`src/rtl/vga_pkg.sv`:
```
// Shared VGA 640x480@60 timing constants, RGB565 colours and counter types.
package vga_pkg;

    localparam int CNT_W       = 10;
    localparam int CNT_MAX_VAL = (1 << CNT_W) - 1;

    typedef logic [CNT_W-1:0] cnt_t;
    typedef logic [15:0]      rgb565_t;

    // 640x480@60, 25 MHz pixel clock
    localparam int VGA_H_SYNC      = 96;
    localparam int VGA_H_BACK      = 48;
    localparam int VGA_H_VALID     = 640;
    localparam int VGA_H_FRONT     = 16;
    localparam int VGA_V_SYNC      = 2;
    localparam int VGA_V_BACK      = 33;
    localparam int VGA_V_VALID     = 480;
    localparam int VGA_V_FRONT     = 10;
    localparam int VGA_PIX_LATENCY = 1;

    // Coordinate value presented when no pixel is being requested
    localparam cnt_t PIX_NONE = 10'h3FF;

    localparam rgb565_t RGB565_BLACK = 16'h0000;
    localparam rgb565_t RGB565_WHITE = 16'hFFFF;
    localparam rgb565_t RGB565_RED   = 16'hF800;
    localparam rgb565_t RGB565_GREEN = 16'h07E0;
    localparam rgb565_t RGB565_BLUE  = 16'h001F;

    function automatic int timing_total(input int sync_w, input int back_w,
                                        input int valid_w, input int front_w);
        return sync_w + back_w + valid_w + front_w;
    endfunction

    localparam int VGA_H_TOTAL = timing_total(VGA_H_SYNC, VGA_H_BACK, VGA_H_VALID, VGA_H_FRONT);
    localparam int VGA_V_TOTAL = timing_total(VGA_V_SYNC, VGA_V_BACK, VGA_V_VALID, VGA_V_FRONT);

endpackage

```
`src/rtl/vga_sync_counter.sv`:
```
// Wrap counter 0..TOTAL-1 with enable and carry-out on the wrapping step.
module vga_sync_counter
    import vga_pkg::*;
#(
    parameter int TOTAL = 800
) (
    input  logic             vga_clk,
    input  logic             sys_rst_n,
    input  logic             en_i,
    output logic [CNT_W-1:0] cnt_o,
    output logic             carry_o
);

    localparam cnt_t CNT_LAST = cnt_t'(TOTAL - 1);

    cnt_t cnt_q;
    cnt_t cnt_d;

    // Advance when enabled, wrapping to zero after the last value
    always_comb begin
        cnt_d = cnt_q;
        if (en_i) begin
            cnt_d = (cnt_q == CNT_LAST) ? '0 : cnt_q + 1'b1;
        end
    end

    // Counter register
    always_ff @(posedge vga_clk or negedge sys_rst_n) begin
        if (!sys_rst_n) begin
            cnt_q <= '0;
        end else begin
            cnt_q <= cnt_d;
        end
    end

    assign cnt_o   = cnt_q;
    assign carry_o = en_i && (cnt_q == CNT_LAST);

endmodule

```
`src/rtl/vga_timing_ctrl.sv`:
```
// VGA timing generator: sync pulses, active window, pixel request with
// look-ahead of PIX_LATENCY clocks, and colour gating to the DAC.
module vga_timing_ctrl
    import vga_pkg::*;
#(
    parameter int H_SYNC      = VGA_H_SYNC,
    parameter int H_BACK      = VGA_H_BACK,
    parameter int H_VALID     = VGA_H_VALID,
    parameter int H_FRONT     = VGA_H_FRONT,
    parameter int V_SYNC      = VGA_V_SYNC,
    parameter int V_BACK      = VGA_V_BACK,
    parameter int V_VALID     = VGA_V_VALID,
    parameter int V_FRONT     = VGA_V_FRONT,
    parameter int PIX_LATENCY = VGA_PIX_LATENCY
) (
    input  logic        vga_clk,
    input  logic        sys_rst_n,
    input  logic [15:0] pix_data,
    output logic [9:0]  pix_x,
    output logic [9:0]  pix_y,
    output logic        pix_data_req,
    output logic        hsync,
    output logic        vsync,
    output logic        rgb_valid,
    output logic [15:0] rgb,
    output logic        frame_start
);

    localparam int H_TOTAL   = timing_total(H_SYNC, H_BACK, H_VALID, H_FRONT);
    localparam int V_TOTAL   = timing_total(V_SYNC, V_BACK, V_VALID, V_FRONT);
    localparam int H_ACT_BEG = H_SYNC + H_BACK;
    localparam int V_ACT_BEG = V_SYNC + V_BACK;

    if (H_TOTAL > CNT_MAX_VAL || V_TOTAL > CNT_MAX_VAL) begin : g_bad_total
        $error("vga_timing_ctrl: line or frame total does not fit a 10-bit counter");
    end
    if (PIX_LATENCY < 1 || PIX_LATENCY > 4 || PIX_LATENCY > H_ACT_BEG) begin : g_bad_latency
        $error("vga_timing_ctrl: PIX_LATENCY must be 1..4 and not exceed sync+back porch");
    end

    localparam cnt_t H_SYNC_C    = cnt_t'(H_SYNC);
    localparam cnt_t V_SYNC_C    = cnt_t'(V_SYNC);
    localparam cnt_t H_ACT_BEG_C = cnt_t'(H_ACT_BEG);
    localparam cnt_t H_ACT_END_C = cnt_t'(H_ACT_BEG + H_VALID);
    localparam cnt_t H_REQ_BEG_C = cnt_t'(H_ACT_BEG - PIX_LATENCY);
    localparam cnt_t H_REQ_END_C = cnt_t'(H_ACT_BEG + H_VALID - PIX_LATENCY);
    localparam cnt_t V_ACT_BEG_C = cnt_t'(V_ACT_BEG);
    localparam cnt_t V_ACT_END_C = cnt_t'(V_ACT_BEG + V_VALID);

    cnt_t cnt_h;
    cnt_t cnt_v;
    logic h_carry;
    logic v_carry;
    logic h_act;
    logic h_req;
    logic v_act;
    logic frame_start_q;
    logic frame_start_d;

    vga_sync_counter #(.TOTAL(H_TOTAL)) u_cnt_h (
        .vga_clk   (vga_clk),
        .sys_rst_n (sys_rst_n),
        .en_i      (1'b1),
        .cnt_o     (cnt_h),
        .carry_o   (h_carry)
    );

    vga_sync_counter #(.TOTAL(V_TOTAL)) u_cnt_v (
        .vga_clk   (vga_clk),
        .sys_rst_n (sys_rst_n),
        .en_i      (h_carry),
        .cnt_o     (cnt_v),
        .carry_o   (v_carry)
    );

    // Window decode straight from the counter registers
    always_comb begin
        h_act = (cnt_h >= H_ACT_BEG_C) && (cnt_h < H_ACT_END_C);
        h_req = (cnt_h >= H_REQ_BEG_C) && (cnt_h < H_REQ_END_C);
        v_act = (cnt_v >= V_ACT_BEG_C) && (cnt_v < V_ACT_END_C);
    end

    assign hsync        = (cnt_h < H_SYNC_C);
    assign vsync        = (cnt_v < V_SYNC_C);
    assign rgb_valid    = h_act && v_act;
    assign pix_data_req = h_req && v_act;
    assign pix_x        = pix_data_req ? cnt_h - H_REQ_BEG_C : PIX_NONE;
    assign pix_y        = pix_data_req ? cnt_v - V_ACT_BEG_C : PIX_NONE;
    assign rgb          = rgb_valid ? pix_data : RGB565_BLACK;

    // The wrap of both counters marks the next cycle as the frame origin;
    // counters sitting at 0 right after reset release never produce a carry.
    assign frame_start_d = v_carry;

    // Frame origin pulse register
    always_ff @(posedge vga_clk or negedge sys_rst_n) begin
        if (!sys_rst_n) begin
            frame_start_q <= 1'b0;
        end else begin
            frame_start_q <= frame_start_d;
        end
    end

    assign frame_start = frame_start_q;

endmodule

```
`config.mk`:
```
export PLATFORM = sky130hd
export DESIGN_NAME = vga_timing_ctrl
export DESIGN_NICKNAME = d
export VERILOG_FILES = /design/src/rtl/vga_pkg.sv /design/src/rtl/vga_sync_counter.sv /design/src/rtl/vga_timing_ctrl.sv
export SDC_FILE = /design/constraint.sdc
export NUM_CORES = 1
export LEC_CHECK = 0
export CAP_MARGIN = 20
export CORE_MARGIN = 2
export CORE_UTILIZATION = 35
export DETAILED_ROUTE_END_ITERATION = 10
export PLACE_DENSITY = 0.66
export SYNTH_ARGS = -nofsm -noshare
export SYNTH_HDL_FRONTEND = slang
export SYNTH_SLANG_ARGS = --single-unit
```
`constraint.sdc`:
```
create_clock -name vga_clk -period 6.5 [get_ports vga_clk]
set_input_delay 1.3 -clock vga_clk [delete_from_list [all_inputs] [get_ports vga_clk]]
set_output_delay 1.3 -clock vga_clk [all_outputs]
set_load 0.05 [all_outputs]
```
==> flow_summary.toml, run 1 <==
[clock_network]
cts.sinks = 21
cts_setup_buffers = 0
clockBufferDepth = 2
root_buffer = "clkbuf_8"
htreeDepth = 1
clkTransAtPathRegs_ps = 80
clock_latency_ps = 260
cts_tree = "built"
hold_buffers = 0
ctsResizeCount = 0
cts_buffers = 3

[yosys]
ys_seq_area_share_pct = 32.9
synth-seq-cells = 21
yosysTopAreaCell = "dfrtp_1"
synthCells = 189
synth-warning-count = 0
synth_ff_type = "dfrtp_1"
synth.area.top_cells = "dfrtp_1 33%, xnor2_1 7.1%, and2_1 7.1%"
synth_edf_count = 0
yosysTopAreaCellShare_pct = 32.9
synth_cell_types = 39
synth_area_per_cell_um2 = 8.45
synthArstFlopShare_pct = 100
synth_nets = 211
syn-cell-area_um2 = 1600

[routing]
wirelength_mm = 3.94
drt_iter0_drc = 71
final_antenna_net_count = 0
drcViolationCount = 0
vias = 1496
routedWlPerCell_um = 13.8
first_pass_iters = 4
avgViaCountPerCell = 5.23

[global_route]
grt_max_degree = 22
grt_util_all_layers_pct = 15.3
grt_pass1_wl_mm = 6.37
antenna_found_initial = 0
grt_overflow = 0
grt_pass1_vias = 1400

[sta]
finalHoldViolCount = 0
tightestPinTransition_ps = 853
fin_ws_ps = 1550
setup_viol = 0
rsz0062_at_grt = "no"
min_period_over_period_pct = 76.2
maxSlewHeadroom_pct = 43.1
fmax_ghz = 0.202
final.setup_skew_ps = 2.31
period_needed_ps = 4950
maxSlewViolCount = 0
fin_tns_setup_ps = 0
holdWs_ps = 545

[cells_and_area]
layout_commonest_cell = "clkdlybuf4s50_1"
nets = 257
mostFrequentLayoutCells = "58 x clkdlybuf4s50_1, 21 x dfrtp_1, 18 x nand3_1, 18 x and2_1, 13 x xnor2_1"
drive_above_1_share_pct = 5.56
syn_to_final_growth_pct = 40.6
antennaDiodeCount = 0
n_fill_cell = 436
final_core_util_pct = 51.2

[setup_path]
crit_start = "u_cnt_v.cnt_o[5]"
critPathKind = "flop to output port"
cp-end-kind = "output port"
crit_fanout = 13
cp.required_ps = 5200
startpoint_type = "flop"
critical_path_arrival_ps = 3650
rrSetupSlack_ps = 4120
worst-r2r-cell-count = 4
r2r-end = "u_cnt_v.cnt_o[9]"
critPathCapture = "pix_y[4]"
r2r_start = "u_cnt_v.cnt_o[5]"

[floorplan]
dieArea_um2 = 5120
io_pins = 59
start_util_pct = 36.4
die_w_um = 71.5
die_y_um = 71.5
rows = 24
core_region_area_um2 = 4380

[pwr]
p_clk_share_pct = 37.1
sw_frac_of_total_pct = 19.7
intPower_w = 0.000185
p_per_area_nw_per_um2 = 102
p_seq_share_pct = 56.8
power.switching_w = 0.0000453
power.leakage_nw = 0.953
combPwrFrac_pct = 6.1
ir_drop_mv = 0.0882

[run_status]
status = "finished, final reports clean"

[placed_design]
place_hpwl_mm = 2.89
port-buffer-count = 58
gp_congestion = 0.838
dp_slack_ps = 1850

[flow_run]
cap_violations = 0

[worst_hold_path]
min-delay-path-class = "flop to flop"
-- power by group through the flow --
stage               clock network (W)  registers (W)     logic [W]
floorplan                           0       0.000133  0.0000000719
global placement                    0       0.000133     0.0000123
detailed placement                  0       0.000133     0.0000124
CTS                         0.0000895       0.000130     0.0000124
global route                0.0000957       0.000131     0.0000156
finish                      0.0000852       0.000131     0.0000141
-- worst min-delay path by stage --
| stage | start | end | slack [ps] | depth (start not counted) |
|---|---|---|---|---|
| after floorplan | u_cnt_h.cnt_o[0] | u_cnt_h.cnt_o[0] | 490 | 1 |
| after global placement | u_cnt_h.cnt_o[2] | u_cnt_h.cnt_o[2] | 530 | 1 |
| after detailed placement | u_cnt_h.cnt_o[2] | u_cnt_h.cnt_o[2] | 540 | 1 |
| after CTS | u_cnt_h.cnt_o[0] | u_cnt_h.cnt_o[0] | 550 | 1 |
| after global routing | u_cnt_h.cnt_o[0] | u_cnt_h.cnt_o[0] | 570 | 1 |
| final | u_cnt_h.cnt_o[0] | u_cnt_h.cnt_o[0] | 540 | 1 |
-- synth_stat cells (2+ instances only) --
cell	n
o21ai_0	7
inv_1	5
nor2b_1	2
and3_1	7
o31ai_1	2
nor2_1	9
nor3_1	3
dfrtp_1	21
or4_4	2
nand3b_1	3
xor2_1	7
a21oi_1	7
buf_2	3
xnor2_1	13
nor4_1	3
ha_1	4
buf_6	2
buf_1	3
mux2_2	2
nand2_1	7
o2111ai_1	2
and2_1	18
or3_1	3
nand4_1	9
clkbuf_1	13
o21a_1	2
nand3_1	18
-- state kept, by name, indices dropped and copies added, names as in the netlist --
signal	cells
u_cnt_h.cnt_o	10
u_cnt_v.cnt_o	10
frame_start	1
-- critical path, stage by stage, from the launching register on --
cell             delay (ps)
dfrtp_1                 490
or4_4                   590
or4_4                   460
a21oi_1                 710
buf_4                   300
o2111ai_1               120
clkdlybuf4s50_1         720
-- metrics by stage --
step | instance area (um2) | std cells | total power, W
detailed placement | 2170 | 281 | 0.000146
finish | 2240 | 286 | 0.000230
global placement | 2170 | 281 | 0.000145
floorplan | 1600 | 189 | 0.000133
global route | 2240 | 286 | 0.000242
CTS | 2220 | 285 | 0.000232
-- cell families (layout without fill, tap and decap cells) --
family                   after synthesis  in the layout  synth area share (%)
AND/OR/NAND/NOR                       87             87                  31.1
AO/OA/AOI/OAI                         29             29                  13.2
buffers and inverters                 26             71                  7.29
flip-flops                            21             21                  32.9
XOR/XNOR                              20             20                  11.0
adder cells (fa/ha/maj)                4              4                  3.13
multiplexers                           2              2                  1.41
-- final cells by class --
| type | count | area, um2 | share of cell area, % |
|---|---|---|---|
| Sequential cell | 21 | 526 | 23.4 |
| Timing Repair Buffer | 62 | 631 | 28.1 |
| Tap cell | 52 | 65.1 | 2.90 |
| Inverter | 5 | 18.8 | 0.836 |
| Clock buffer | 4 | 45.0 | 2.01 |
| Multi-Input combinational cell | 142 | 960 | 42.8 |
-- routing by layer --
metal  up-vias  part of all wire, %  GRT usage (%)
met5         -                    0              0
met2        62                   44           24.0
li1        760                    -              -
met3         2                   10           4.08
met4         0                 0.74           6.08
met1       672                   46           20.0
Power figures use the tool's default switching activity.
==> run 2: changes to the inputs <==
Settings changed: PLACE_DENSITY 0.66 to 0.68.
Clock period 6.5 ns to 4.3 ns, I/O delays scaled along.
==> flow_summary.toml, run 2 (synthesis results as in run 1) <==
[setup_path]
critical_path_arrival_ps = 3180
crit_chain = "or4_4 > or4_4 > a221oi_4 > buf_12 > and2_1 > clkdlybuf4s50_1"
crit_fanout = 17
rrSetupSlack_ps = 1940
r2r-end = "u_cnt_v.cnt_o[3]"
slowest_stage = "clkdlybuf4s50_1"
worst-r2r-cell-count = 4
cp-end-kind = "output port"
r2r_start = "u_cnt_v.cnt_o[5]"
slowest_delay_ps = 800
cpMostUsedCell = "or4_4"
cp.required_ps = 3440
startpoint_type = "flop"
critPathKind = "flop to output port"

[pwr]
ir_drop_mv = 0.0820
power.leakage_nw = 0.970
p_clk_share_pct = 37.4
sw_frac_of_total_pct = 19.9
power.switching_w = 0.0000687
combPwrFrac_pct = 5.4
p_per_area_nw_per_um2 = 155
p_total_w = 0.000345
intPower_w = 0.000277
p_seq_share_pct = 57.2

[placed_design]
place_hpwl_mm = 2.88
gp_congestion = 0.817
port-buffer-count = 58
dp_slack_ps = 377

[worst_hold_path]
min-delay-path-class = "flop to flop"
min_from = "u_cnt_h.cnt_o[0]"
hold_path_depth = 1
min_to = "u_cnt_h.cnt_o[0]"

[clock_network]
clkTransAtPathRegs_ps = 80
clock_latency_ps = 260
clockBufferDepth = 2
cts.sinks = 21
cts_buffers = 3
ctsResizeCount = 0
htreeDepth = 1
root_buffer = "clkbuf_8"
cts_tree = "built"

[routing]
first_pass_iters = 4
drcViolationCount = 0
avgViaCountPerCell = 5.22
vias = 1514
drt_iter0_drc = 73
wirelength_mm = 3.93
routedWlPerCell_um = 13.5
final_antenna_net_count = 0

[sta]
min_period_over_period_pct = 93.9
final.setup_skew_ps = 4.07
fin_ws_ps = 261
period_needed_ps = 4040
setup_viol = 0
holdWs_ps = 531
finalHoldViolCount = 0
maxSlewHeadroom_pct = 36.1
maxSlewViolCount = 0
fin_tns_setup_ps = 0
rsz0062_at_grt = "no"
tightestPinTransition_ps = 955
fmax_ghz = 0.248

[floorplan]
die_y_um = 71.5
io_pins = 59
dieArea_um2 = 5120
rows = 24
die_w_um = 71.5
core_region_area_um2 = 4380
start_util_pct = 36.4

[cells_and_area]
nets = 261
drive_above_1_share_pct = 16.0
mostFrequentLayoutCells = "37 x clkdlybuf4s50_1, 26 x buf_4, 21 x dfrtp_1, 18 x nand3_1, 18 x and2_1"
final_core_util_pct = 50.9
syn_to_final_growth_pct = 39.7
n_fill_cell = 430
multi_input_area_um2 = 960
antennaDiodeCount = 0
layout_commonest_cell = "clkdlybuf4s50_1"
regArea_um2 = 526

[flow_run]
cap_violations = 0

[global_route]
antenna_found_initial = 0
grt_pass1_wl_mm = 6.47
grt_pass1_vias = 1385
grt_max_degree = 22
grt_util_all_layers_pct = 15.6
grt_overflow = 0

[run_status]
status = "finished, final reports clean"
[run 2: worst max-delay path by stage]
stage | start | endpoint | cells past startpoint
floorplan | u_cnt_h.cnt_o[7] | hsync | 2
global placement | u_cnt_v.cnt_o[5] | rgb[13] | 5
detailed placement | u_cnt_v.cnt_o[5] | rgb[13] | 5
CTS | u_cnt_v.cnt_o[5] | rgb[13] | 5
global route | u_cnt_v.cnt_o[5] | rgb[13] | 6
finish | u_cnt_v.cnt_o[5] | rgb[13] | 6
[run 2: final cells by class]
class                           count  share of cell area (%)
Sequential cell                    21                    23.6
Clock buffer                        4                    2.02
Timing Repair Buffer               66                    27.7
Tap cell                           52                    2.92
Inverter                            5                   0.841
Multi-Input combinational cell    142                    43.0
[run 2: worst max-delay path, delay by kind of cell, from the launching register on]
kind                   cells  cell delay (ps)
AO/OA/AOI/OAI              1              310
buffers and inverters      2              960
flip-flops                 1              480
AND/OR/NAND/NOR            3             1160
[run 2: repair_timing]
item | CTS | global route
setup endpoints to repair | 0 | 16
hold buffers | 0 | 0
buffers inserted | 0 | 1
[run 2: power groups by stage]
stage	registers [W]	logic, W	clock network, W
2_1_floorplan	0.000201	0.000000109	0
3_3_place_gp	0.000201	0.0000193	0
3_5_place_dp	0.000201	0.0000194	0
4_1_cts	0.000197	0.0000195	0.000132
5_1_grt	0.000197	0.0000208	0.000140
6_report	0.000197	0.0000187	0.000129
[run 2: layer usage]
metal  vias up  share of wire (%)  track usage (%)
li1        758                  -                -
met4         0                1.1             4.82
met5         -                  0                0
met1       689                 45             20.6
met3         4                9.0             4.36
met2        63                 45             24.8
[run 2: metrics by stage]
step / instances / cell area, um2
finish: 290 / 2230
global route: 290 / 2230
CTS: 288 / 2200
detailed placement: 284 / 2150
global placement: 284 / 2150
floorplan: 189 / 1600
